### config.mk
export PLATFORM = sky130hd
export DESIGN_NAME = ex_mem_reg_s
export DESIGN_NICKNAME = d
export VERILOG_FILES = /design/src/rtl/ex_mem_reg_s.sv
export SDC_FILE = /design/constraint.sdc
export NUM_CORES = 1
export LEC_CHECK = 0
export CAP_MARGIN = 20
export CORE_ASPECT_RATIO = 1.25
export CORE_MARGIN = 2
export CORE_UTILIZATION = 39
export CTS_CLUSTER_SIZE = 24
export DETAILED_ROUTE_END_ITERATION = 10
export PLACE_DENSITY = 0.84
export SLEW_MARGIN = 10
export SYNTH_ARGS = -nofsm -noshare
export SYNTH_HDL_FRONTEND = slang
export SYNTH_SLANG_ARGS = --single-unit
### constraint.sdc
create_clock -name clk -period 1.61 [get_ports clk]
set_clock_uncertainty 0.15 [all_clocks]
set_input_delay 0.4025 -clock clk [delete_from_list [all_inputs] [get_ports clk]]
set_output_delay 0.4025 -clock clk [all_outputs]
set_load 0.005 [all_outputs]
### src/rtl/ex_mem_reg_s.sv
// EX/MEM pipeline register: captures EX results, aligns store data, builds byte enables
// and drives the MEM-stage forwarding path. Optional macro: MISALIGN_TRAP_EN.
module ex_mem_reg_s #(
   parameter int DATA_WIDTH = 32,
   parameter int REG_ADDR_W = 5
) (
   input  logic                  clk,
   input  logic                  rst,
   input  logic                  stall,
   input  logic                  flush,
   input  logic                  ex_valid,
   input  logic [DATA_WIDTH-1:0] ex_alu_result,
   input  logic [DATA_WIDTH-1:0] ex_store_data,
   input  logic [REG_ADDR_W-1:0] ex_rd,
   input  logic [2:0]            ex_funct3,
   input  logic                  ex_memRead,
   input  logic                  ex_memWrite,
   input  logic                  ex_regWrite,
   input  logic                  ex_memToReg,
   output logic                  mem_valid,
   output logic [DATA_WIDTH-1:0] address,
   output logic [DATA_WIDTH-1:0] S_data,
   output logic [3:0]            byte_en,
   output logic [2:0]            mem_funct3,
   output logic [REG_ADDR_W-1:0] mem_rd,
   output logic                  is_memRead,
   output logic                  is_memWrite,
   output logic                  mem_regWrite,
   output logic                  mem_memToReg,
   output logic                  fwd_valid,
   output logic [REG_ADDR_W-1:0] fwd_rd,
   output logic [DATA_WIDTH-1:0] fwd_data
`ifdef MISALIGN_TRAP_EN
   ,
   output logic                  mem_misaligned
`endif
);

   logic                  r_valid;
   logic [DATA_WIDTH-1:0] r_addr;
   logic [DATA_WIDTH-1:0] r_sData;
   logic [3:0]            r_byteEn;
   logic [2:0]            r_funct3;
   logic [REG_ADDR_W-1:0] r_rd;
   logic                  r_memRead;
   logic                  r_memWrite;
   logic                  r_regWrite;
   logic                  r_memToReg;
   logic                  r_misaligned;

   logic                  w_isStore;
   logic                  w_isLoad;
   logic [1:0]            w_lane;
   logic [DATA_WIDTH-1:0] w_sData;
   logic [3:0]            w_byteEn;
   logic                  w_sizeOk;
   logic                  w_misaligned;
   logic                  w_memReadNext;
   logic                  w_memWriteNext;
   logic                  w_regWriteNext;
   logic [3:0]            w_byteEnNext;

   // A load+store combination is treated as a store only.
   assign w_isStore = ex_memWrite;
   assign w_isLoad  = ex_memRead & ~ex_memWrite;
   assign w_lane    = ex_alu_result[1:0];

   always_comb begin
      w_sData  = '0;
      w_byteEn = 4'b0000;
      w_sizeOk = 1'b0;
      case (ex_funct3)
         3'b000: begin
            w_sData  = {4{ex_store_data[7:0]}};
            w_byteEn = 4'b0001 << w_lane;
            w_sizeOk = 1'b1;
         end
         3'b001: begin
            w_sData  = {2{ex_store_data[15:0]}};
            w_byteEn = w_lane[1] ? 4'b1100 : 4'b0011;
            w_sizeOk = 1'b1;
         end
         3'b010: begin
            w_sData  = ex_store_data;
            w_byteEn = 4'b1111;
            w_sizeOk = 1'b1;
         end
         default: begin
            w_sData  = '0;
            w_byteEn = 4'b0000;
            w_sizeOk = 1'b0;
         end
      endcase
      if (!w_isStore || !w_sizeOk) begin
         w_sData  = '0;
         w_byteEn = 4'b0000;
      end
   end

`ifdef MISALIGN_TRAP_EN
   assign w_misaligned = (w_isStore | w_isLoad) &
                         ((((ex_funct3 == 3'b001) | (ex_funct3 == 3'b101)) & w_lane[0]) |
                          ((ex_funct3 == 3'b010) & (w_lane != 2'b00)));
`else
   assign w_misaligned = 1'b0;
`endif

   // A misaligned access keeps its slot valid but is stripped of every side effect.
   assign w_memReadNext  = w_isLoad & ~w_misaligned;
   assign w_memWriteNext = w_isStore & w_sizeOk & ~w_misaligned;
   assign w_regWriteNext = ex_regWrite & (ex_rd != '0) & ~w_misaligned;
   assign w_byteEnNext   = w_misaligned ? 4'b0000 : w_byteEn;

   always_ff @(posedge clk) begin
      if (rst || flush || (!stall && !ex_valid)) begin
         r_valid      <= 1'b0;
         r_addr       <= '0;
         r_sData      <= '0;
         r_byteEn     <= 4'b0000;
         r_funct3     <= 3'b000;
         r_rd         <= '0;
         r_memRead    <= 1'b0;
         r_memWrite   <= 1'b0;
         r_regWrite   <= 1'b0;
         r_memToReg   <= 1'b0;
         r_misaligned <= 1'b0;
      end else if (!stall) begin
         r_valid      <= 1'b1;
         r_addr       <= ex_alu_result;
         r_sData      <= w_sData;
         r_byteEn     <= w_byteEnNext;
         r_funct3     <= ex_funct3;
         r_rd         <= ex_rd;
         r_memRead    <= w_memReadNext;
         r_memWrite   <= w_memWriteNext;
         r_regWrite   <= w_regWriteNext;
         r_memToReg   <= ex_memToReg;
         r_misaligned <= w_misaligned;
      end
   end

   assign mem_valid    = r_valid;
   assign address      = r_addr;
   assign S_data       = r_sData;
   assign byte_en      = r_byteEn;
   assign mem_funct3   = r_funct3;
   assign mem_rd       = r_rd;
   assign is_memRead   = r_valid & r_memRead;
   assign is_memWrite  = r_valid & r_memWrite;
   assign mem_regWrite = r_valid & r_regWrite;
   assign mem_memToReg = r_memToReg;

   // A load's value only exists after the memory access, so it cannot be forwarded from here.
   assign fwd_valid = mem_valid & mem_regWrite & ~is_memRead;
   assign fwd_rd    = r_rd;
   assign fwd_data  = r_addr;

`ifdef MISALIGN_TRAP_EN
   assign mem_misaligned = r_misaligned;
`else
   logic w_unusedMisaligned;
   assign w_unusedMisaligned = r_misaligned;
`endif

endmodule

==> summary.txt <==
Timing
  • Setup violators final: 0
  • Final WS setup: 0.0285 ns
  • Final Hold Fails: 0
  • Slew Viols, Final: 0
  • Relative slew slack: 0.743
  • Min Tclk post-route: between 1.5 and 2 ns
  • RSZ-0062 raised after global routing: false
  • Fin crit share: 0.982
  • Hold slack: 0.309 ns
  • Worst-Margin Slew: 0.385 ns
  • Fmax: 0.632 GHz

Routing
  • Vias/cell: 5.10
  • Routed Antenna Nets: 0
  • DR iter-0 viols: slightly above 100
  • Residual DRC count: 0
  • Detailed Route WL: 11400 um
  • DRT Pass-1 Iters: 4
  • Wirelength per Cell: approximately 17 um
  • Total number of vias: 3475

Clock tree
  • Worst-Skew Late Latency: 0.33 ns
  • Clock sink total: 81
  • Clk pin slew, worst setup/hold paths: 0.06 ns
  • CTS Buf Count: 9
  • Max H-tree Level: 3
  • Root Buffer: clkbuf_16
  • CTS tree: yes
  • CTS Hold Bufs: 0
  • CTS Buffer Depth: 2

Synthesis
  • Async SR Flop Fraction: 0
  • Top cell type's share of synthesized area: 0.450
  • Syn avg cell area: a little under 10 um^2
  • Post-synth EDFFs: 0
  • Synth top area cells: dfxtp_1 45%, mux2i_1 16%, buf_4 8.7%
  • Primary FF master, synth: dfxtp_1
  • Syn Inst Count: about 370
  • Syn Std Cell Area: ~3600 um^2
  • Number of synthesized register bits: 81
  • Cell taking the most area after synthesis: dfxtp_1
  • Syn_nets: 455
  • Yosys cell types: 32
  • Yosys warning total: 0
  • Sequential share of the synthesized area: 0.450

Finish
  • Final cell count without fillers: 682
  • Diode count: 0
  • Share of layout cells above drive strength 1: 0.209
  • Fin area: 5980 um^2
  • Nets: 635
  • Synthesis-to-layout area growth: 65.8%

Global routing
  • Global Route Usage Sum: 0.219
  • Total global routing overflow: 0
  • Vias in the first global route: between 3k and 4k
  • Initial antenna violation count: 0
  • Largest net degree at the start of global routing: 28
  • First-pass GRT wire length: approximately 18000 um

Floorplan
  • Die Y: roughly 110 um
  • Initial core utilization: 0.397
  • Die Wd: around 90 um
  • Ports: 200
  • Core box area: roughly 9100 um^2
  • FP Rows: 39
  • Full die area: between 10000 and 15000 um^2

Placed design
  • Placed Cells: 660
  • I/O Buffers: 199
  • Gpl congestion: 0.763
  • HPWL Detailed: 8420 um
  • Placed Instance Area: around 5600 um^2
  • Pre-CTS WS: -0.696 ns

Worst setup path
  • Worst setup SP type: register
  • CP max FO: 2
  • Worst EP arrival: 1.03 ns
  • Crit path kind: reg -> out
  • CP Capture Type: output pin
  • Worst EP required: 1.06 ns

Job
  • # Max-Cap Violations: 0

Pwr
  • Maximum vdd drop: 494 uV
  • Pleak: between 2 and 3 nW
  • Total power: 0.00501 W
  • Power Density: between 800 and 900 nW/um^2

Outcome
  • Status: finished clean

Min path
  • Hold Crit Class: reg -> reg
[power by group]
part	leakage, nW	switching, W	internal, W
clock	0.162	0.000783	0.00144
sequential	0.675	0.0000235	0.00205
combinational	2.09	0.000299	0.000417
total	2.92	0.00111	0.00390
[sequential cells by signal (all words and copies together), names as in the netlist, 3 cells and up]
name and flops:
fwd_rd 5, address 32, S_data 32, byte_en 4, mem_funct3 3
[timing repair]
action                     4_1_cts  5_1_grt
gates cloned                     1        1
setup endpoints to repair      156       19
hold endpoints to repair         0        0
pin swaps                        2        1
resized for setup              183       21
setup buffers                    4        0
[synth_stat cells, types with 3 or more instances]
cell and count:
clkbuf_1 6, nor2b_1 3, and2_1 3, a2bb2oi_1 16
a21oi_1 9, buf_4 42, mux2i_1 57, o21ai_1 12
nor2_1 52, nand2_1 9, o21ai_0 10, a32oi_1 15
dfxtp_1 81, nand3_1 23, buf_2 15
[cell families after synthesis]
group / share of synthesized area
and+or+nand+nor: 0.132
AOI/OAI and AO/OA: 0.136
buffers and inverters: 0.124
muxes: 0.158
DFF: 0.450
[metrics by stage]
step,TNS (ns),utilization
2_1_floorplan,0,-
3_3_place_gp,-24.39,0.616
3_5_place_dp,-27.17,0.616
4_1_cts,0,0.650
5_1_grt,0,0.659
6_report,0,0.659
[final cells by class]
class	instances	area [um^2]
multi-input cells	225	1610
repair buffers	235	2210
clock buffers	11	253
fillers	773	3100
inverters	2	7.51
clock inverters	5	77.6
flip-flops and latches	81	1670
well taps	123	154
[worst max-delay path, stage by stage (launching register included)]
cell,delay [ns]
dfxtp_2,0.32
and2_4,0.15
nor2b_1,0.11
buf_2,0.12
[worst paths after layout]
kind | to | cells after the start | start | slack, ns
worst max-delay path | fwd_valid | 3 | mem_valid$_SDFFE_PP0N_ | 0.03
worst min-delay path | S_data[20]$_SDFFE_PP0N_ | 2 | S_data[20]$_SDFFE_PP0N_ | 0.31
worst max register to register | address[11]$_SDFFE_PP0N_ | 3 | address[11]$_SDFFE_PP0N_ | 0.71
worst min register to register | S_data[20]$_SDFFE_PP0N_ | 2 | S_data[20]$_SDFFE_PP0N_ | 0.31
[routing by layer]
| metal | vias to the layer above | global-route usage | wire length [um] |
|---|---|---|---|
| met4 | 0 | 0.117 | 385 |
| met3 | 22 | 0.0514 | 691 |
| met2 | 149 | 0.386 | 5860 |
| met1 | 1651 | 0.244 | 4500 |
| li1 | 1653 | - | - |
| met5 | - | 0 | 0 |
[placed cells by master (no fill, tap or decap), types with 3 or more instances in the layout]
cell type        instances
a32oi_1                 15
buf_4                   27
a2bb2oi_1               16
clkdlybuf4s50_1         75
o21ai_1                  9
dlygate4sd2_1          116
clkbuf_16               10
nor2_1                  52
o21ai_0                  4
buf_12                   4
dfxtp_2                 41
buf_6                    3
buf_2                    4
dfxtp_1                 40
nand2_1                  8
o21ai_2                  8
nand3_1                 23
mux2i_1                 57
a21oi_1                  9
Power figures use the tool's default switching activity.
